[config.mk]
export PLATFORM = sky130hd
export DESIGN_NAME = ddr3_rw_arbiter
export DESIGN_NICKNAME = d
export VERILOG_FILES = /design/src/rtl/ddr3_rw_arbiter.sv
export SDC_FILE = /design/constraint.sdc
export NUM_CORES = 1
export LEC_CHECK = 0
export ABC_AREA = 0
export CAP_MARGIN = 10
export CORE_AREA = 2 2 229 231
export DETAILED_ROUTE_END_ITERATION = 10
export DIE_AREA = 0 0 231 233
export SKIP_LAST_GASP = 1
export SLEW_MARGIN = 20
export SYNTH_ARGS = -nofsm -noshare
export SYNTH_HDL_FRONTEND = slang
export SYNTH_SLANG_ARGS = --single-unit
[constraint.sdc]
create_clock -name clk_100 -period 5.5 [get_ports clk_100]
set_input_delay 1.1 -clock clk_100 [delete_from_list [all_inputs] [get_ports clk_100]]
set_output_delay 1.1 -clock clk_100 [all_outputs]
set_load 0.05 [all_outputs]
[src/rtl/ddr3_rw_arbiter.sv]
// ddr3_rw_arbiter
// Sits between the two clock-crossing frame FIFOs and the DDR3 MIG native
// user interface, all in the 100 MHz ui_clk domain. Write bursts drain
// BURST_LEN 128-bit words from the write FIFO into DDR3. Read bursts refill
// the read FIFO from DDR3. Each direction walks its own circular frame buffer
// and restarts at its base address when its load pulse arrives.
//
// Ports
//   clk_100, rst                 user clock, synchronous active-high reset
//   init_calib_complete          MIG calibration done
//   fifo_init_ok                 both FIFOs out of reset; gates new bursts
//   wr_load, rd_load             single-cycle address restart pulses
//   wfifo_rcount/dout/rden       write-FIFO read side (first-word-fall-through)
//   rfifo_wcount/din/wren        read-FIFO write side
//   app_*                        MIG command, write-data and read-data ports
//   busy                         high while a WRITE or READ burst is active
module ddr3_rw_arbiter #(
    parameter int          BURST_LEN   = 64,
    parameter int          FRAME_BEATS = 98304,
    parameter logic [27:0] WR_BASE     = 28'h0000000,
    parameter logic [27:0] RD_BASE     = 28'h0000000,
    parameter int          ADDR_STEP   = 8,
    parameter int          RD_THRESH   = 512
) (
    input  logic         clk_100,
    input  logic         rst,
    input  logic         init_calib_complete,
    input  logic         fifo_init_ok,
    input  logic         wr_load,
    input  logic         rd_load,
    input  logic [10:0]  wfifo_rcount,
    input  logic [127:0] wfifo_dout,
    output logic         wfifo_rden,
    input  logic [10:0]  rfifo_wcount,
    output logic [127:0] rfifo_din,
    output logic         rfifo_wren,
    output logic [27:0]  app_addr,
    output logic [2:0]   app_cmd,
    output logic         app_en,
    input  logic         app_rdy,
    output logic [127:0] app_wdf_data,
    output logic         app_wdf_wren,
    output logic         app_wdf_end,
    output logic [15:0]  app_wdf_mask,
    input  logic         app_wdf_rdy,
    input  logic [127:0] app_rd_data,
    input  logic         app_rd_data_valid,
    output logic         busy
);

    // state   | meaning
    // S_INIT  | waiting for MIG calibration and FIFO reset release
    // S_IDLE  | arbitrating between write and read requests
    // S_WRITE | issuing a write burst (commands and data independently)
    // S_READ  | issuing read commands and counting returned beats
    typedef enum logic [1:0] {S_INIT, S_IDLE, S_WRITE, S_READ} state_t;

    localparam int          CW      = $clog2(BURST_LEN + 1);
    localparam logic [CW-1:0] BL_CNT = CW'(BURST_LEN);
    localparam logic [10:0] BL_LVL  = 11'(BURST_LEN);
    localparam logic [10:0] RD_LVL  = 11'(RD_THRESH);
    localparam logic [27:0] STEP    = 28'(ADDR_STEP);
    localparam logic [27:0] SPAN    = 28'((FRAME_BEATS - 1) * ADDR_STEP);
    localparam logic [27:0] WR_LAST = WR_BASE + SPAN;
    localparam logic [27:0] RD_LAST = RD_BASE + SPAN;

    state_t          state_q, state_d;
    logic [CW-1:0]   cmd_cnt_q, cmd_cnt_d;
    logic [CW-1:0]   dat_cnt_q, dat_cnt_d;
    logic [CW-1:0]   ret_cnt_q, ret_cnt_d;
    logic [27:0]     wr_addr_q, wr_addr_d;
    logic [27:0]     rd_addr_q, rd_addr_d;
    logic            pending_wr_q, pending_wr_d;
    logic            pending_rd_q, pending_rd_d;
    logic            last_was_write_q, last_was_write_d;

    logic in_wr, in_rd, cmd_acc, wr_done, rd_done, wr_req, rd_req;
    logic pend_wr, pend_rd;

    // All command/data qualifiers decode from registered state; only the
    // FIFO pop and push see the MIG handshake inputs combinationally.
    assign in_wr        = (state_q == S_WRITE);
    assign in_rd        = (state_q == S_READ);
    assign busy         = in_wr || in_rd;
    assign app_en       = busy && (cmd_cnt_q < BL_CNT);
    assign app_cmd      = in_rd ? 3'b001 : 3'b000;
    assign app_addr     = in_rd ? rd_addr_q : wr_addr_q;
    assign app_wdf_wren = in_wr && (dat_cnt_q < BL_CNT);
    assign app_wdf_end  = app_wdf_wren;
    assign app_wdf_data = wfifo_dout;
    assign app_wdf_mask = 16'h0000;
    assign wfifo_rden   = app_wdf_wren && app_wdf_rdy;
    assign rfifo_din    = app_rd_data;
    assign rfifo_wren   = app_rd_data_valid;

    assign cmd_acc = app_en && app_rdy;
    assign wr_done = in_wr && (cmd_cnt_q == BL_CNT) && (dat_cnt_q == BL_CNT);
    assign rd_done = in_rd && (cmd_cnt_q == BL_CNT) && (ret_cnt_q == BL_CNT);
    assign wr_req  = (wfifo_rcount >= BL_LVL);
    assign rd_req  = (rfifo_wcount < RD_LVL);
    assign pend_wr = pending_wr_q || wr_load;
    assign pend_rd = pending_rd_q || rd_load;

    always_comb begin
        state_d          = state_q;
        cmd_cnt_d        = cmd_cnt_q;
        dat_cnt_d        = dat_cnt_q;
        ret_cnt_d        = ret_cnt_q;
        wr_addr_d        = wr_addr_q;
        rd_addr_d        = rd_addr_q;
        last_was_write_d = last_was_write_q;

        case (state_q)
            S_INIT: begin
                if (init_calib_complete && fifo_init_ok) state_d = S_IDLE;
            end
            S_IDLE: begin
                if (fifo_init_ok) begin
                    // Round-robin only matters when both directions want service.
                    if (wr_req && (!rd_req || !last_was_write_q)) begin
                        state_d          = S_WRITE;
                        last_was_write_d = 1'b1;
                    end else if (rd_req) begin
                        state_d          = S_READ;
                        last_was_write_d = 1'b0;
                    end
                end
            end
            S_WRITE: begin
                if (cmd_acc) begin
                    cmd_cnt_d = cmd_cnt_q + 1'b1;
                    wr_addr_d = (wr_addr_q == WR_LAST) ? WR_BASE : wr_addr_q + STEP;
                end
                if (wfifo_rden) dat_cnt_d = dat_cnt_q + 1'b1;
                if (wr_done) begin
                    state_d   = S_IDLE;
                    cmd_cnt_d = '0;
                    dat_cnt_d = '0;
                end
            end
            S_READ: begin
                if (cmd_acc) begin
                    cmd_cnt_d = cmd_cnt_q + 1'b1;
                    rd_addr_d = (rd_addr_q == RD_LAST) ? RD_BASE : rd_addr_q + STEP;
                end
                if (app_rd_data_valid) ret_cnt_d = ret_cnt_q + 1'b1;
                if (rd_done) begin
                    state_d   = S_IDLE;
                    cmd_cnt_d = '0;
                    ret_cnt_d = '0;
                end
            end
            default: state_d = S_INIT;
        endcase

        // A load never lands mid-burst: it waits for the exit cycle, where no
        // command can be accepted, so the reload cannot collide with an advance.
        pending_wr_d = pend_wr;
        if (pend_wr && (!in_wr || wr_done)) begin
            wr_addr_d    = WR_BASE;
            pending_wr_d = 1'b0;
        end
        pending_rd_d = pend_rd;
        if (pend_rd && (!in_rd || rd_done)) begin
            rd_addr_d    = RD_BASE;
            pending_rd_d = 1'b0;
        end
    end

    always_ff @(posedge clk_100) begin
        if (rst) begin
            state_q          <= S_INIT;
            cmd_cnt_q        <= '0;
            dat_cnt_q        <= '0;
            ret_cnt_q        <= '0;
            wr_addr_q        <= WR_BASE;
            rd_addr_q        <= RD_BASE;
            pending_wr_q     <= 1'b0;
            pending_rd_q     <= 1'b0;
            last_was_write_q <= 1'b0;
        end else begin
            state_q          <= state_d;
            cmd_cnt_q        <= cmd_cnt_d;
            dat_cnt_q        <= dat_cnt_d;
            ret_cnt_q        <= ret_cnt_d;
            wr_addr_q        <= wr_addr_d;
            rd_addr_q        <= rd_addr_d;
            pending_wr_q     <= pending_wr_d;
            pending_rd_q     <= pending_rd_d;
            last_was_write_q <= last_was_write_d;
        end
    end

endmodule

After elaboration in Yosys (flattened, before gate mapping)
Cells that the tools add are included.
{ "op_classes": {"add_sub_neg": 5, "n_reduce_logical": 35, "mux": 21, "eq_ne": 13, "n_lt_le_gt_ge": 4} }
{ "ops": {"columns": ["cell", "n"], "rows": [
  ["$mux 28", 3],
  ["$add 28x4->28 const B", 2],
  ["$eq 28x20->1 const B", 2],
  ["$mux 7", 7],
  ["$add 7x1->7 const B", 3],
  ["$eq 7x7->1 const B", 3],
  ["$lt 7x7->1 const B", 2],
  ["$pmux 7 s2", 1],
  ["$logic_and 1x1->1", 12],
  ["$mux 2", 6],
  ["$ge 11x7->1 const B", 1],
  ["$lt 11x10->1 const B", 1],
  ["$pmux 2 s4", 1],
  ["$reduce_and 2->1", 4],
  ["$reduce_bool 2->1", 4],
  ["$logic_or 1x1->1", 6],
  ["$reduce_and 5->1", 1],
  ["$eq 2x2->1 const B", 2],
  ["$logic_not 1->1", 4],
  ["$ne 2x1->1 const B", 2],
  ["$ne 2x2->1 const B", 2],
  ["$reduce_or 2->1", 2],
  ["$mux 1", 3],
  ["$ne 3x3->1 const B", 1],
  ["3 further kinds", 3]
]} }
{ "word_totals": {"wordCells": 87, "inputBits": 287, "output_inout_bits": 309, "register_bits": 82} }

Longest topological paths before layout
Gate-level depths: netlist of the first run.
{ "logic_depth": {"word_depth": 7, "ltp_mapped": 7, "depth_no_buf": 6} }

Worst setup path before layout of the first run
No wires, ideal clock.
{ "synth_timing": {"path_type": "reg-to-output", "from": "register state_q[1]", "to": "output port app_addr[14]", "n_path_buf": 2, "arrival_time_ps": 2026, "t_required_ps": 4400, "path_slack_ps": 2374, "stages_incl_launch_ff": 6, "path_cell_list": "dfxtp_1 -> clkbuf_1 -> nand2_1 -> inv_1 -> clkbuf_1 -> o21ai_0"} }
{ "synth_between": {"elab_chain_cells": 2} }
{ "synth_rtl": {"columns": ["item", "line_no", "text"], "rows": [
  ["start, declared", "67", "state_t state_q, state_d;"],
  ["start signal, assigned", "182", "state_q <= state_d;"],
  ["$eq 2x2->1", "83", "assign in_rd = (state_q == S_READ);"],
  ["named net in_rd", "77", "logic in_wr, in_rd, cmd_acc, wr_done, rd_done, wr_req, rd_req;"],
  ["$mux 28", "87", "assign app_addr = in_rd ? rd_addr_q : wr_addr_q;"],
  ["end, declared", "37", "output logic [27:0] app_addr,"]
]} }
The timed path passes the listed nets, and every way through them passes these cells.

Worst setup path in the final report of the first run
{ "layout_timing": {"from": "register state_q[0]", "to": "output port app_addr[14]"} }
{ "layout_between": {"elab_chain_cells": 2} }
{ "layout_rtl": {"columns": ["item", "line_no"], "rows": [
  ["$eq 2x2->1", "83"],
  ["$mux 28", "87"]
]} }
Every way passes these cells.

==> key figures, run 1 <==
CTS
  • Inserted Clock Buffers: 9
  • CTS Hold Bufs: 0
  • Worst-path clk slew: roughly 0.06 ns
  • CTS tree: yes
  • Sink Count: 76
  • H-tree levels: 3
  • Clock root cell: clkbuf_16
  • Postcts setup bufs: 0
  • Post-CTS Resized: 0
  • Clk buf depth: 2
  • Worst-Skew Late Latency: roughly 0.34 ns

Global routing
  • Vias in the first global route: ~4.2k
  • Largest net degree at the start of global routing: 27
  • Overflow after GRT: 0
  • Initial antenna violation count: 0
  • First-pass GRT wire length: ~28000 um
  • Total GRT Usage: under 10%

Synth
  • Yosys top cell by area: buf_4
  • FF+latch count, synth: 76
  • Post-Syn Instances: between 700 and 800
  • Ys flop type: dfxtp_1
  • Synthesized area per cell: between 8 and 9 um^2
  • Number of synthesized flops with an enable pin: 0
  • Post-synth cell types: 51
  • Ys async rst share: 0%
  • Top cells by area, synth: buf_4 (33%), dfxtp_1 (24%), mux2_2 (4.1%)
  • Sequential-to-total area share from yosys stat: around a quarter
  • Ys Warns: 0
  • Synth Cell Area: roughly 0.0063 mm^2
  • Top cell type's share of synthesized area: between 30% and 40%

STA
  • Final period utilization: a little under nine tenths
  • RSZ-0062 raised after global routing: false
  • Slew headroom: between 30 and 40%
  • Clk_skew: around 0.0093 ns
  • Min cycle time layout: 4.746 ns
  • # setup viols final: 0
  • Highest Clock Rate: around 0.21 GHz
  • Worst-margin pin slew: ~0.95 ns
  • Fin. Hold Viols: 0
  • Setup_tns: 0 ns
  • Final slew viol count: 0

Routing
  • Vias: approximately 4.4k
  • Final WL: 19620 um
  • Drt drc: 0
  • Pre-antenna DRT Iters: 4
  • Vias/cell: 3.539
  • Avg WL per Cell: 15.91 um
  • First DRT Iteration DRCs: roughly 200
  • Remaining antenna violation count after routing: 0

Final layout
  • Area of the multi-input gates: 0.002648 mm^2
  • # nets final: around 850
  • Final core utilization: between 10% and 20%
  • Fillers: ~5.9k
  • FF/Latch Area: 0.001521 mm^2
  • Layout cells sized above 1: 8.318%
  • Area Overhead vs Synth: -8.037%
  • Non-Filler Instances: 1233
  • # diodes: 0

Pwr
  • Pwr dens: slightly above 200 mW/mm^2
  • Worst IR drop on VDD: 0.1305 mV
  • LEAKAGE: ~1.7 nW

Worst setup path
  • Crit path max fanout: 22
  • R2R cell count: 4
  • Worst endpoint data arrival time: around 3.7 ns
  • Critical path class: flop to output pin
  • Critical path capture point: app_addr[14]
  • Crit end category: output pin
  • Startpoint types: flop
  • Origin of the critical flop-to-flop path: state_q[0]
  • Reg-to-reg critical path endpoint: rd_addr_q[25]
  • FF-to-FF setup slack: 2.79 ns
  • Worst EP required: between 4 and 5 ns
  • Worst Setup SP: state_q[0]

Min path
  • Hold Crit Class: flop to flop
  • Hold path depth: 2

Floorplan
  • Row count: 83
  • Core Area: a little over 0.05 mm^2
  • Ports: approximately 600
  • Total die area: 0.05382 mm^2
  • Chip height: 233 um
  • Starting Density: between 10% and 20%
  • Die width: 231 um

Flow run
  • Max-cap violations: 0

Place
  • Post-DP HPWL: about 15000 um
  • Cell Count Post-Placement: about 1.2k
  • Placer Congestion: 0.7521
  • Port Buffers: 47

Outcome
  • Status: complete, no violations
## report_power, final
| group | total (mW) | internal (mW) | switching (mW) |
|---|---|---|---|
| Clock | 0.551 | 0.326 | 0.224 |
| Combinational | 0.0918 | 0.0229 | 0.0689 |
| Sequential | 0.558 | 0.554 | 0.00409 |
## state kept, by name, summed over array words and instances (netlist names)
register	cells
wr_addr_q	25
last_was_write_q	1
state_q	2
pending_wr_q	1
rd_addr_q	25
cmd_cnt_q	7
pending_rd_q	1
ret_cnt_q	7
dat_cnt_q	7
## final cells by class
type / instances / area share [%]
Clock buffer: 13 / 4.466
Inverter: 10 / 0.6442
Timing Repair Buffer: 51 / 8.589
Tap cell: 680 / 14.60
Multi-Input combinational cell: 402 / 45.44
Clock inverter: 1 / 0.1503
Sequential cell: 76 / 26.11
## kinds of logic (layout without fill, tap and decap cells)
family	after synthesis	in the layout	synth area share (%)
AOI/OAI and AO/OA	83	83	8.630
muxes	25	25	4.404
xor gates and xnor gates	33	33	4.562
and+or+nand+nor	232	232	21.19
adders and majority gates	8	8	1.580
buffers and inverters	319	75	35.56
other	1	21	0.05918
DFF	76	76	24.01
## worst min path at each step
stage | start | to | slack, ns
detailed placement | pending_rd_q | pending_rd_q | 0.48
global route | pending_rd_q | pending_rd_q | 0.53
finish | pending_rd_q | pending_rd_q | 0.51
floorplan | pending_rd_q | pending_rd_q | 0.45
global placement | pending_rd_q | pending_rd_q | 0.48
CTS | pending_rd_q | pending_rd_q | 0.50
## worst max-delay path, cell delays in order (launching register included)
cell and delay [ns]:
dfxtp_1 0.65, nand2_1 0.51, inv_1 0.87, nand2_1 0.10, o21ai_0 0.14, buf_4 0.20, clkdlybuf4s50_1 0.82
## per-layer routing
layer  vias to the layer above  share of wire [%]  GRT usage (%)
met1                      1981                 41          8.322
met5                         -                  0              0
li1                       1962                  -              -
met4                         0                6.0          4.173
met2                       319                 39          9.413
met3                       102                 13          4.142
## stage by stage
step | power (mW) | area (um^2) | hold WS [ns] | worst slack [ns]
global route | 1.242 | 5827 | 0.5304 | 0.5132
global placement | 0.6604 | 5550 | 0.4808 | 1.108
detailed placement | 0.6616 | 5558 | 0.4848 | 1.052
CTS | 1.209 | 5827 | 0.5001 | 0.6819
finish | 1.200 | 5827 | 0.5067 | 0.7539
floorplan | 1.149 | 6411 | 0.4495 | 2.374
## synth_stat cells (all sizes together) (11+ instances only)
cell / n
buf: 287
dfxtp: 76
nor3: 37
nand2: 33
nand3: 28
nand4: 27
nor2: 25
mux2: 23
clkbuf: 22
xor2: 21
a211oi: 19
a21oi: 19
o31ai: 18
or4: 17
o21ai: 14
xnor2: 12
and2: 11
## cells in the final DEF (no fill, tap or decap), types with 12 or more instances in the layout
master,instances
nand3_1,28
xor2_1,21
clkdlybuf4s50_1,47
xnor2_1,12
dfxtp_1,76
nor3_1,36
nand4_1,27
a211oi_1,19
a21oi_1,18
or4_1,17
mux2_2,23
o31ai_1,18
nor2_1,25
nand2_1,33
o21ai_0,14
conb_1,21
No activity file was read; power rests on OpenSTA's default activity.
==> run 2, diff against run 1 <==
--- a/config.mk
+++ b/config.mk
@@ -11,7 +11,6 @@
 export DETAILED_ROUTE_END_ITERATION = 10
 export DIE_AREA = 0 0 231 233
 export SKIP_LAST_GASP = 1
-export SLEW_MARGIN = 20
 export SYNTH_ARGS = -nofsm -noshare
 export SYNTH_HDL_FRONTEND = slang
 export SYNTH_SLANG_ARGS = --single-unit
==> key figures, run 2 (same netlist as run 1, synthesis figures left out) <==
Worst setup path
  • Crit-path cells: nand2_1 -> inv_1 -> nand2_1 -> o21ai_0 -> buf_4 -> clkdlybuf4s50_1 (unchanged)
  • Critical path capture point: app_addr[14] (unchanged)
  • CP peak stage delay: 0.86 ns (was 0.87 ns)
  • Worst path depth: 6 (unchanged)
  • Crit path max fanout: 22 (unchanged)
  • R2R cell count: 4 (unchanged)
  • FF-to-FF setup slack: 2.79 ns (about the same)
  • Most used cell, CP: nand2_1 (unchanged)
  • Critical path class: flop to output pin (unchanged)
  • Crit end category: output pin (unchanged)
  • Reg-to-reg critical path endpoint: rd_addr_q[25] (unchanged)
  • Worst Path Buf+Inv: 3 (unchanged)
  • CP max-delay cell: inv_1 (unchanged)
  • Worst endpoint data arrival time: 3.66 ns (was 3.65 ns)
  • Worst Setup SP: state_q[0] (unchanged)
  • Worst EP required: 4.40 ns (about the same)
  • CP top delay family: buffers and inverters (unchanged)
  • Startpoint types: flop (unchanged)
  • Origin of the critical flop-to-flop path: state_q[0] (unchanged)

Floorplan
  • Core Area: 0.05109 mm^2 (unchanged)
  • Starting Density: 12.40% (unchanged)
  • Die width: 231 um (unchanged)
  • Chip height: 233 um (unchanged)
  • Ports: 596 (unchanged)
  • Row count: 83 (unchanged)
  • Total die area: 0.05382 mm^2 (unchanged)

Place
  • Post-DP HPWL: 15400 um (was 15440 um)
  • Placed Area: 0.005550 mm^2 (was 0.005558 mm^2)
  • Port Buffers: 47 (unchanged)
  • Cell Count Post-Placement: 1219 (unchanged)
  • DP Worst Slack: 1.043 ns (was 1.052 ns)
  • Placer Congestion: 0.7521 (unchanged)

CTS
  • Post-CTS Resized: 0 (unchanged)
  • Sink Count: 76 (unchanged)
  • CTS tree: yes (unchanged)
  • H-tree levels: 3 (unchanged)
  • Worst-Skew Late Latency: 0.33 ns (was 0.34 ns)
  • Clk buf depth: 2 (unchanged)
  • Postcts setup bufs: 0 (unchanged)
  • Worst-path clk slew: 0.06 ns (about the same)
  • CTS Hold Bufs: 0 (unchanged)
  • Clock root cell: clkbuf_16 (unchanged)
  • Inserted Clock Buffers: 9 (unchanged)

STA
  • Hold slack: 0.5002 ns (was 0.5067 ns)
  • Slew headroom: 37.49% (was 36.63%)
  • RSZ-0062 raised after global routing: false (unchanged)
  • # setup viols final: 0 (unchanged)
  • Clk_skew: 0.007144 ns (was 0.009280 ns)
  • Fin worst setup slack: 0.7382 ns (was 0.7539 ns)
  • Worst-margin pin slew: 0.9366 ns (was 0.9496 ns)
  • Final slew viol count: 0 (unchanged)
  • Min cycle time layout: 4.762 ns (was 4.746 ns)
  • Fin. Hold Viols: 0 (unchanged)
  • Highest Clock Rate: 0.2100 GHz (was 0.2107 GHz)
  • Final period utilization: 86.58% (was 86.29%)
  • Setup_tns: 0 ns (unchanged)

Final layout
  • # nets final: 846 (was 845)
  • Area Overhead vs Synth: -7.366% (was -8.037%)
  • Final core utilization: 11.49% (was 11.40%)
  • Largest regs: rd_addr_q (25), wr_addr_q (25) (unchanged)
  • FF/Latch Area: 0.001521 mm^2 (unchanged)
  • Area of the multi-input gates: 0.002640 mm^2 (was 0.002648 mm^2)
  • Final Cell Area: 0.005869 mm^2 (was 0.005827 mm^2)
  • Commonest cells after routing, fill and taps aside: dfxtp_1 (76), clkdlybuf4s50_1 (47), nor3_1 (36) (unchanged)
  • Non-Filler Instances: 1236 (was 1233)
  • Layout cells sized above 1: 8.993% (was 8.318%)
  • Most common cell after layout, fill and taps aside: dfxtp_1 (unchanged)
  • Fillers: 5892 (was 5920)
  • # diodes: 0 (unchanged)

Global routing
  • Initial antenna violation count: 0 (unchanged)
  • Largest net degree at the start of global routing: 27 (unchanged)
  • First-pass GRT wire length: 27520 um (was 27690 um)
  • Total GRT Usage: 6.899% (was 6.964%)
  • Vias in the first global route: 4202 (was 4181)
  • Overflow after GRT: 0 (unchanged)

Routing
  • Avg WL per Cell: 15.67 um (was 15.91 um)
  • Pre-antenna DRT Iters: 4 (unchanged)
  • Remaining antenna violation count after routing: 0 (unchanged)
  • First DRT Iteration DRCs: 199 (unchanged)
  • Vias: 4414 (was 4364)
  • Drt drc: 0 (unchanged)
  • Final WL: 19370 um (was 19620 um)
  • Vias/cell: 3.571 (was 3.539)

Pwr
  • LEAKAGE: 1.679 nW (was 1.657 nW)
  • Worst IR drop on VDD: 0.1218 mV (was 0.1305 mV)
  • Power Total: 1.256 mW (was 1.200 mW)
  • Pwr dens: 214.1 mW/mm^2 (was 206.0 mW/mm^2)

Outcome
  • Status: complete, no violations (unchanged)

Min path
  • Hold_sp: pending_rd_q (unchanged)
  • Hold Crit Class: flop to flop (unchanged)

Flow run
  • Max-cap violations: 0 (unchanged)
run 2: how the worst min path moves through the flow:
stage	end	slack (ns)	depth (start not counted)
after CTS	pending_rd_q	0.50	2
after global routing	pending_rd_q	0.53	2
after global placement	pending_rd_q	0.48	2
after detailed placement	pending_rd_q	0.48	2
after floorplan	pending_rd_q	0.45	2
final	pending_rd_q	0.50	2
run 2: report_power, final:
| part | total (mW) | leakage (nW) | internal (mW) | switching [mW] |
|---|---|---|---|---|
| clock | 0.606 | 0.149 | 0.375 | 0.231 |
| sequential | 0.558 | 0.613 | 0.553 | 0.00415 |
| combinational | 0.0926 | 0.918 | 0.0239 | 0.0687 |
| total | 1.26 | 1.68 | 0.952 | 0.304 |
run 2: per-layer routing:
layer | track usage, % | vias to the layer above | routed length (um)
li1 | - | 1974 | -
met1 | 8.448 | 2017 | 8251
met2 | 9.291 | 327 | 7530
met3 | 3.934 | 96 | 2435
met4 | 3.931 | 0 | 1153
met5 | 0 | - | 0
run 2: worst min-delay path: stages (launching register included):
cell     delay, ns
dfxtp_1       0.34
nor2_1        0.05
nor2_1        0.08
run 2: area by class of cell:
cell class	count	share of cell area, %
clock buffer	12	4.370
clock inverter	4	0.8101
inverter	10	0.6395
multi-input combinational	402	44.98
sequential	76	25.92
tap	680	14.50
timing repair buffer	52	8.783
